### config.mk
export PLATFORM = sky130hd
export DESIGN_NAME = box_plotter
export DESIGN_NICKNAME = d
export VERILOG_FILES = /design/src/rtl/box_plotter.sv
export SDC_FILE = /design/constraint.sdc
export NUM_CORES = 1
export LEC_CHECK = 0
export CAP_MARGIN = 20
export CORE_UTILIZATION = 35
export DETAILED_ROUTE_END_ITERATION = 10
export HOLD_SLACK_MARGIN = 0.12
export RECOVER_POWER = 50
export SLEW_MARGIN = 10
export SYNTH_ARGS = -nofsm -noshare
export SYNTH_HDL_FRONTEND = slang
export SYNTH_SLANG_ARGS = --single-unit
### constraint.sdc
create_clock -name clk -period 6.6 [get_ports clk]
set_clock_uncertainty 0.05 [all_clocks]
set_input_delay 0.66 -clock clk [delete_from_list [all_inputs] [get_ports clk]]
set_output_delay 0.66 -clock clk [all_outputs]
set_load 0.05 [all_outputs]
### src/rtl/box_plotter.sv
// Rectangle pixel-stream generator for the 160x120 VGA adapter: latches a box on start
// and emits one registered pixel per clock in raster order, with clipping and a done pulse.
module box_plotter #(
  parameter int unsigned SCREEN_W  = 160,
  parameter int unsigned SCREEN_H  = 120,
  parameter int unsigned SIZE_W    = 5,
  parameter logic [2:0]  BG_COLOUR = 3'b000
) (
  input  logic              clk,
  input  logic              resetn,
  input  logic              start,
  input  logic              erase,
  input  logic [7:0]        x0,
  input  logic [7:0]        y0,
  input  logic [SIZE_W-1:0] w,
  input  logic [SIZE_W-1:0] h,
  input  logic [2:0]        colour,
  output logic [7:0]        x_out,
  output logic [7:0]        y_out,
  output logic [2:0]        colour_out,
  output logic              plot,
  output logic              busy,
  output logic              done
);

  typedef enum logic [1:0] {IDLE, SCAN, FIN} state_t;

  localparam logic [SIZE_W-1:0] ONE = SIZE_W'(1);

  state_t            state, state_nxt;
  logic [7:0]        x0_q, y0_q, x0_nxt, y0_nxt;
  logic [SIZE_W-1:0] w_q, h_q, w_nxt, h_nxt;
  logic [SIZE_W-1:0] cx, cy, cx_nxt, cy_nxt;
  logic [2:0]        col_q, col_nxt;
  logic              erase_q, erase_nxt;

  logic [7:0]        x_nxt, y_nxt;
  logic [2:0]        cout_nxt;
  logic              plot_nxt, busy_nxt, done_nxt;

  // Pixel selected for emission on the next edge
  logic              emit;
  logic [7:0]        ex_base, ey_base;
  logic [SIZE_W-1:0] ecx, ecy;
  logic [2:0]        ecol;
  logic [8:0]        xs, ys;

  always_ff @(posedge clk) begin
    if (!resetn) begin
      state      <= IDLE;
      x0_q       <= '0;
      y0_q       <= '0;
      w_q        <= '0;
      h_q        <= '0;
      cx         <= '0;
      cy         <= '0;
      col_q      <= '0;
      erase_q    <= 1'b0;
      x_out      <= '0;
      y_out      <= '0;
      colour_out <= '0;
      plot       <= 1'b0;
      busy       <= 1'b0;
      done       <= 1'b0;
    end else begin
      state      <= state_nxt;
      x0_q       <= x0_nxt;
      y0_q       <= y0_nxt;
      w_q        <= w_nxt;
      h_q        <= h_nxt;
      cx         <= cx_nxt;
      cy         <= cy_nxt;
      col_q      <= col_nxt;
      erase_q    <= erase_nxt;
      x_out      <= x_nxt;
      y_out      <= y_nxt;
      colour_out <= cout_nxt;
      plot       <= plot_nxt;
      busy       <= busy_nxt;
      done       <= done_nxt;
    end
  end

  always_comb begin
    state_nxt = state;
    x0_nxt    = x0_q;
    y0_nxt    = y0_q;
    w_nxt     = w_q;
    h_nxt     = h_q;
    cx_nxt    = cx;
    cy_nxt    = cy;
    col_nxt   = col_q;
    erase_nxt = erase_q;
    x_nxt     = x_out;
    y_nxt     = y_out;
    cout_nxt  = colour_out;
    plot_nxt  = 1'b0;
    busy_nxt  = 1'b0;
    done_nxt  = 1'b0;
    emit      = 1'b0;
    ex_base   = x0_q;
    ey_base   = y0_q;
    ecx       = cx;
    ecy       = cy;
    ecol      = erase_q ? BG_COLOUR : col_q;

    unique case (state)
      IDLE: begin
        if (start) begin
          if (w == '0 || h == '0) begin
            state_nxt = FIN;
            done_nxt  = 1'b1;
          end else begin
            state_nxt = SCAN;
            x0_nxt    = x0;
            y0_nxt    = y0;
            w_nxt     = w;
            h_nxt     = h;
            col_nxt   = colour;
            erase_nxt = erase;
            cx_nxt    = '0;
            cy_nxt    = '0;
            busy_nxt  = 1'b1;
            // First pixel comes straight from the inputs so it is visible one cycle after start
            emit      = 1'b1;
            ex_base   = x0;
            ey_base   = y0;
            ecx       = '0;
            ecy       = '0;
            ecol      = erase ? BG_COLOUR : colour;
          end
        end
      end
      SCAN: begin
        if (cx == w_q - ONE && cy == h_q - ONE) begin
          state_nxt = FIN;
          done_nxt  = 1'b1;
        end else begin
          busy_nxt = 1'b1;
          emit     = 1'b1;
          if (cx == w_q - ONE) begin
            cx_nxt = '0;
            cy_nxt = cy + ONE;
          end else begin
            cx_nxt = cx + ONE;
          end
          ecx = cx_nxt;
          ecy = cy_nxt;
        end
      end
      FIN: state_nxt = IDLE;
      default: state_nxt = IDLE;
    endcase

    xs = {1'b0, ex_base} + 9'(ecx);
    ys = {1'b0, ey_base} + 9'(ecy);
    if (emit) begin
      x_nxt    = xs[7:0];
      y_nxt    = ys[7:0];
      cout_nxt = ecol;
      // Carry-out is covered by the 9-bit compare
      plot_nxt = (xs < 9'(SCREEN_W)) && (ys < 9'(SCREEN_H));
    end
  end

endmodule

## Word level (Yosys, flattened, before mapping)

Index checks and enable logic that the tools add are counted.

- Output and inout port bits: 22
- Input bits: 33
- Bits in registers: 64
- Word-level logic and storage cells: 71

- Multiplexer cells: 33
- Add/subtract/negate cells: 6
- Equal/unequal tests: 5
- Bitwise gates (word level): 1
- Reductions and logical operators: 9
- Magnitude comparators: 2

Operator list:

| cell | count |
|---|---|
| $mux W8 | 6 |
| $mux W5 | 8 |
| $pmux W5 S2 | 2 |
| $add A8 B5 Y9 | 2 |
| $mux W3 | 5 |
| $add A5 B1 Y5 const B | 2 |
| $eq A5 B5 Y1 | 2 |
| $logic_not A5 Y1 | 2 |
| $sub A5 B1 Y5 const B | 2 |
| $lt A9 B7 Y1 const B | 1 |
| $lt A9 B8 Y1 const B | 1 |
| $mux W1 | 6 |
| $mux W2 | 3 |
| $ne A2 B2 Y1 const B | 2 |
| $pmux W1 S2 | 2 |
| $pmux W2 S2 | 1 |
| $reduce_and A2 Y1 | 2 |
| $reduce_and A3 Y1 | 1 |
| $eq A2 B1 Y1 const B | 1 |
| $logic_and A1 B1 Y1 | 2 |
| $logic_not A2 Y1 | 1 |
| $logic_or A1 B1 Y1 | 1 |
| $not A1 Y1 | 1 |

## Longest topological paths before layout

Gate-level depths: netlist of the first run.

- Depth after elaboration: 8
- Mapped depth: 18
- Mapped depth without buffers: 18

## Worst setup path after synthesis of the first run

Ideal clock, no wire load.

- Path kind: register to register
- From: register w_q[0]
- To: register plot
- Buffers on the path: 0
- Data arrival time: 3.641 ns
- Data required time: 6.458 ns
- Setup slack: 2.817 ns
- Cell stages (with the launch flop): 19
- Clock period less this slack: 3.783 ns
- Library setup time: 0.092 ns
- Cell sequence: dfxtp_1 inv_1 ha_1 xnor2_1 o2bb2ai_2 a2111oi_4 a21boi_4 o21ai_0 mux2_2 ha_1 inv_1 fa_1 nor2b_1 o21ai_0 nor2b_1 xor2_1 o221ai_1 a21o_1 nor4_1

- Word-level cells in the longest chain between the ends: 8
- Elaborated cells on any way between the ends: 17
- Classes of those cells: add/sub (3); order compare (2); eq/ne (1); mux (8); reduce/logical (3)

RTL lines:

| element | line | RTL |
|---|---|---|
| from (decl) | 32 | `logic [SIZE_W-1:0] w_q, h_q, w_nxt, h_nxt;` |
| from (signal assigned) | 69 | `w_q <= w_nxt;` |
| $sub A5 B1 Y5 (*) | 141 | `if (cx == w_q - ONE) begin` |
| $eq A5 B5 Y1 (*) | 141 |  |
| $mux W5 or $logic_and A1 B1 Y1 (tied branches) | 141, 135 |  |
| $mux W5 (*) | n/a |  |
| $pmux W5 S2 (*) | n/a |  |
| net cy_nxt[0] | 33 | `logic [SIZE_W-1:0] cx, cy, cx_nxt, cy_nxt;` |
| $add A8 B5 Y9 (*) | 156 | `ys = {1'b0, ey_base} + 9'(ecy);` |
| $lt A9 B7 Y1 (*) | 162 | `plot_nxt = (xs < 9'(SCREEN_W)) && (ys < 9'(SCREEN_H));` |
| $logic_and A1 B1 Y1 (*) | 162 |  |
| to (signal assigned) | 78 | `plot <= plot_nxt;` |
| to (decl) | 21 | `output logic plot,` |

The timed path passes the listed nets; every way through them passes the cells marked *.
A chain may end at the register's enable or synchronous reset.

## Worst setup path after layout of the first run

Same ends and word-level chain as after synthesis.

==> flow_metrics.env, run 1 <==
export IMPL_io_buffers=54
export IMPL_worstPathRequired_ns=6.80
export IMPL_dr_pass1_iters=4
export IMPL_fin_tns_setup_ns=0
export IMPL_ir_drop_uv=98.3
export IMPL_dp_cells=600
export IMPL_antenna_cells=0
export IMPL_syn_nets=480
export IMPL_cpMaxStageDelayCell="a21boi_0"
export IMPL_maxCapViolCount=0
export IMPL_ant_nets=0
export IMPL_tightestPinTransition_ns=0.943
export IMPL_cts_resized=0
export IMPL_antenna_found_initial=0
export IMPL_p_per_area_nw_per_um2=234
export IMPL_fin_ws_ns=1.72
export IMPL_synth_top_area_frac=0.355
export IMPL_drv_slew=0
export IMPL_final_cells=616
export IMPL_layout_drive_gt1_share=0.0580
export IMPL_synth_flop_cell="dfxtp_1"
export IMPL_grt_remaining_overflow=0
export IMPL_route_detailed_drc=0
export IMPL_crit_type="reg2reg"
export IMPL_critPathMaxFanout=8
export IMPL_clk_pin_slew_ns=0.08
export IMPL_hold_viol=0
export IMPL_via_per_inst=5.01
export IMPL_fin_crit_ns=4.88
export IMPL_clkLatencyLatePin_ns=0.34
export IMPL_start_util=0.366
export IMPL_clockRootBuffer="clkbuf_8"
export IMPL_design_die_area_um2=10700
export IMPL_synth_largest_area_cell="dfxtp_1"
export IMPL_wl_per_cell_um=13.8
export IMPL_start_kind="flop"
export IMPL_period_share=0.739
export IMPL_vias=3085
export IMPL_drt_total_wl_um=8470
export IMPL_seq_area_frac_synth=0.355
export IMPL_grtUsageTotal=0.165
export IMPL_htreeDepth=3
export IMPL_ys_warn_count=0
export IMPL_status="completed"
export IMPL_ys_ff_latch=64
export IMPL_grt_pass1_wl_um=14200
export IMPL_grt_pass1_vias=2915
export IMPL_dr_first_iter_drc_count=110
export IMPL_netlist_instances=431
export IMPL_rows=36
export IMPL_critical_path_top_delay_family="compound AO/OA/AOI/OAI gates"
export IMPL_avgSynthCellArea_um2=8.37
export IMPL_syn2layout_area_growth_pct=23.6
export IMPL_rsz0062_at_grt="false"
export IMPL_die_w_um=104
export IMPL_place_hpwl_um=5980
export IMPL_cts_tree="built"
export IMPL_relSlewSlack=0.371
export IMPL_fmax_mhz=205
export IMPL_cts_hold_buf=0
export IMPL_netlist_cell_type_count=61
export IMPL_post_cts_buffers=0
export IMPL_synthTopCellsByArea="dfxtp_1, nand2_1, a21boi_0, ha_1, xnor2_1"
export IMPL_fp_dieH_um=104
export IMPL_crit_arrival_ns=5.08
export IMPL_clock_sinks=64
export IMPL_nets=527
export IMPL_synth_edff_count=0
export IMPL_synthesis_area_um2=3610
export IMPL_cts_buffers=9
export IMPL_p_leak_nw=1.87
export IMPL_grt_max_degree=64
export IMPL_crit_buf_inv=2
export IMPL_setup_violations=0
export IMPL_hp_class="reg2reg"
export IMPL_core_um2=9860
export IMPL_io_pins=55
export IMPL_postSynth_asyncResetShare=0
export IMPL_endpoint_kind="flop"
export IMPL_dp_slack_ns=1.69
export IMPL_crit_chain="inv_1 > ha_1 > xnor2_1 > o2bb2ai_1 > a2111oi_4 > a21boi_0 > o21ai_0 > mux2_1 > ha_1 > inv_1 > fa_1 > nor2b_1 > o21ai_0 > nor2b_1 > xor2_1 > o221ai_1 > a21o_1 > nor4_1"
export IMPL_ctsLongestPathBuffers=2
export IMPL_place_gp_congestion=0.801
export IMPL_crit_path_max_incr_delay_ns=0.69
export IMPL_fillers=996
## sequential cells by signal, indices dropped and copies added, names as in the netlist, 2 cells and up
| name | count |
|---|---|
| col_q | 3 |
| colour_out | 3 |
| cx | 5 |
| cy | 5 |
| h_q | 5 |
| state | 2 |
| w_q | 5 |
| x0_q | 8 |
| x_out | 8 |
| y0_q | 8 |
| y_out | 8 |
## path summary, 6_finish.rpt
check | from | end | slack, ns | cells after the start
max | w_q[0] | plot | 1.72 | 18
max reg2reg | w_q[0] | plot | 1.72 | 18
min | y_out[7] | y_out[7] | 0.40 | 2
min reg2reg | y_out[7] | y_out[7] | 0.40 | 2
## per-layer routing
metal / track usage / vias to the layer above / share of wire
met5: 0 / - / 0
met4: 0.0528 / 0 / 0.0042
met3: 0.0327 / 2 / 0.035
met2: 0.265 / 57 / 0.47
met1: 0.221 / 1451 / 0.49
li1: - / 1575 / -
## cells in the final DEF, fill, tap and decap left out, types with 3 or more instances in the layout
cell and instances:
ha_1 14, nand2_1 94, nor3_1 4, bufinv_16 3, nor2b_1 10, nor2_1 13, dlygate4sd3_1 23, a21o_1 5
nand2b_1 3, xnor2_1 17, nand4_1 3, mux2i_1 8, o21ai_0 13, a21boi_0 25, dfxtp_1 64, nor3b_1 4
o21bai_1 3, and2_1 16, o221ai_1 3, or3_1 4, clkdlybuf4s50_1 31, nand3_1 11, nand3b_1 9, buf_4 3
xor2_1 8, a21oi_1 12, clkbuf_8 9, o211a_1 6, inv_1 16
## worst reg2reg max path: stages, from the launching register on
cell       delay, ns
dfxtp_1         0.42
inv_1           0.07
ha_1            0.24
xnor2_1         0.14
o2bb2ai_1       0.17
a2111oi_4       0.53
a21boi_0        0.69
o21ai_0         0.26
mux2_1          0.38
ha_1            0.24
inv_1           0.08
fa_1            0.21
nor2b_1         0.06
o21ai_0         0.28
nor2b_1         0.25
xor2_1          0.24
o221ai_1        0.16
a21o_1          0.19
nor4_1          0.14
## logic make-up (layout without fill, tap and decap cells)
kind of cell               after synthesis  after routing  synth area share
AOI/OAI and AO/OA                       91             91             0.194
adders and majority gates               16             16            0.0596
and+or+nand+nor                        189            189             0.260
DFF                                     64             64             0.355
xor gates and xnor gates                25             25            0.0607
buffers and inverters                   37             89            0.0454
muxes                                    9              9            0.0253
## metrics by stage
step	utilization	total power [mW]	area, µm²	hold slack, ns
CTS	0.454	1.06	4480	0.409
floorplan	-	0.575	3610	0.394
global route	0.452	1.10	4460	0.437
detailed placement	0.430	0.646	4240	0.400
global placement	0.430	0.644	4240	0.394
finish	0.452	1.05	4460	0.402
## cell type report
type                       count  area (µm²)  share of cell area
multi-input combinational    330        2150               0.481
clock inverter                 7         120              0.0269
inverter                      16        60.1              0.0135
clock buffer                   9         124              0.0278
timing repair buffer          57         563               0.126
sequential                    64        1280               0.287
tap                          133         166              0.0373
## power by group
part           switching, mW  total, mW  internal [mW]
registers             0.0141      0.424          0.410
clock network          0.165      0.416          0.251
logic                  0.125      0.206         0.0810
## cell usage after synthesis, drive strengths merged, types with 3 or more instances
cell type / n
inv: 16
buf: 8
a21o: 5
nor3b: 4
xor2: 8
o211a: 6
nand3b: 9
ha: 14
nand2b: 3
nor2: 13
o21ai: 14
clkbuf: 13
dfxtp: 64
o21bai: 3
nor3: 5
nand4: 3
nand2: 94
xnor2: 17
o221ai: 3
a21oi: 12
a21boi: 27
and2: 19
nor2b: 10
or3: 4
nand3: 11
mux2i: 8
(Power assumes the default switching activity.)
==> inputs of run 2 (changes only) <==
==> constraint.sdc (replaced) <==
create_clock -name clk -period 5.05 [get_ports clk]
set_clock_uncertainty 0.05 [all_clocks]
set_input_delay 0.505 -clock clk [delete_from_list [all_inputs] [get_ports clk]]
set_output_delay 0.505 -clock clk [all_outputs]
set_load 0.05 [all_outputs]
==> run 2 against run 1 <==
Die area did not move. Design area fell by 0.42%. Worst setup slack got worse by 0.93 ns. Combinational power rose by 33%. Critical path depth fell by 2. Sequential cell count did not move. Clock power rose by 7.2%. Critical endpoint unchanged. Largest power group unchanged.
==> flow_metrics.env, run 2 (synthesized netlist as in run 1, its figures left out) <==
export IMPL_p_comb_frac=0.215
export IMPL_clk_pin_slew_ns=0.08
export IMPL_crit_type="reg2reg"
export IMPL_nets=530
export IMPL_core_um2=9860
export IMPL_htreeDepth=3
export IMPL_worstPathRequired_ns=5.26
export IMPL_antenna_found_initial=0
export IMPL_dp_cells=603
export IMPL_critPathMaxFanout=17
export IMPL_fin_area_um2=4440
export IMPL_ctsLongestPathBuffers=2
export IMPL_power_frac_seq=0.435
export IMPL_start_util=0.366
export IMPL_ir_drop_uv=143
export IMPL_pwr_share_clk=0.349
export IMPL_cts_buffers=9
export IMPL_dr_pass1_iters=4
export IMPL_wl_per_cell_um=14.2
export IMPL_final_common_cell="nand2_1"
export IMPL_clockRootBuffer="clkbuf_8"
export IMPL_route_detailed_drc=0
export IMPL_syn2layout_area_growth_pct=23.1
export IMPL_period_share=0.843
export IMPL_placed_cell_area_um2=4260
export IMPL_fin_crit_ns=4.26
export IMPL_p_leak_nw=1.86
export IMPL_relSlewSlack=0.405
export IMPL_setup_violations=0
export IMPL_dr_first_iter_drc_count=142
export IMPL_rows=36
export IMPL_fin_tns_setup_ns=0
export IMPL_io_buffers=54
export IMPL_grt_max_degree=34
export IMPL_tightestPinTransition_ns=0.890
export IMPL_fmax_mhz=235
export IMPL_design_die_area_um2=10700
export IMPL_final_cell_mix="nand2_1, dfxtp_1, clkdlybuf4s50_1"
export IMPL_endpoint_kind="flop"
export IMPL_fp_dieH_um=104
export IMPL_io_pins=55
export IMPL_clock_sinks=64
export IMPL_antenna_cells=0
export IMPL_die_w_um=104
export IMPL_fillers=978
export IMPL_rsz0062_at_grt="false"
export IMPL_clkLatencyLatePin_ns=0.35
export IMPL_power_share_switching=0.306
export IMPL_hold_viol=0
export IMPL_place_hpwl_um=6300
export IMPL_place_gp_congestion=0.809
export IMPL_final_cells=619
export IMPL_grt_pass1_vias=3064
export IMPL_start_kind="flop"
export IMPL_grt_remaining_overflow=0
export IMPL_grt_pass1_wl_um=14900
export IMPL_p_total_mw=1.28
export IMPL_hp_class="reg2reg"
export IMPL_drt_total_wl_um=8760
export IMPL_ant_nets=0
export IMPL_vias=3086
export IMPL_internal_power_uw=884
export IMPL_p_per_area_nw_per_um2=287
export IMPL_post_cts_buffers=0
export IMPL_layout_drive_gt1_share=0.0617
export IMPL_cts_hold_buf=0
export IMPL_crit_arrival_ns=4.47
export IMPL_maxCapViolCount=0
export IMPL_grtUsageTotal=0.174
export IMPL_cts_resized=0
export IMPL_switchingPower_uw=391
export IMPL_via_per_inst=4.99
export IMPL_drv_slew=0
export IMPL_status="completed"
export IMPL_cts_tree="built"
==> run 2: final timing paths <==
| path | start | end | slack, ns | depth (start not counted) |
|---|---|---|---|---|
| min reg2reg | x_out[2] | x_out[2] | 0.41 | 2 |
| max reg2reg | w_q[0] | plot | 0.79 | 16 |
| min | x_out[2] | x_out[2] | 0.41 | 2 |
| max | w_q[0] | plot | 0.79 | 16 |
==> run 2: cell type report <==
class,instances,area (µm²),area share
Tap cell,133,166,0.0375
Sequential cell,64,1280,0.288
Inverter,16,60.1,0.0135
Multi-Input combinational cell,330,2160,0.486
Clock inverter,5,56.3,0.0127
Timing Repair Buffer,60,578,0.130
Clock buffer,11,141,0.0318
==> run 2: layer usage <==
metal  track usage  vias up  part of all wire
li1              -     1588                 -
met1         0.233     1416              0.49
met2         0.263       67              0.45
met3        0.0466       15             0.040
met4        0.0704        0             0.019
met5             0        -                 0
==> run 2: per-stage QoR <==
stage,worst slack (ns),hold WS (ns),utilization
5_1_grt,0.312,0.434,0.450
4_1_cts,0.778,0.417,0.452
3_3_place_gp,0.906,0.395,0.432
3_5_place_dp,0.759,0.399,0.432
6_report,0.791,0.408,0.450
2_1_floorplan,1.27,0.394,-
==> run 2: critical path, cell delays in order (launching register included) <==
cell	delay [ns]
dfxtp_1	0.40
inv_1	0.06
ha_1	0.24
xnor2_1	0.15
o2bb2ai_2	0.15
a2111oi_4	0.51
nand3_1	0.29
o21ai_4	0.56
a22o_1	0.29
ha_1	0.24
a21oi_1	0.21
o21ai_0	0.18
o21ai_0	0.20
nand2b_1	0.13
a21oi_1	0.14
o311ai_1	0.13
nor4_1	0.23
==> run 2: power by group through the flow <==
stage	Sequential (mW)	Combinational (mW)	Clock [mW]
3_5_place_dp	0.567	0.282	0
6_report	0.555	0.275	0.446
4_1_cts	0.556	0.283	0.456
5_1_grt	0.559	0.301	0.481
2_1_floorplan	0.613	0.139	0
3_3_place_gp	0.567	0.278	0
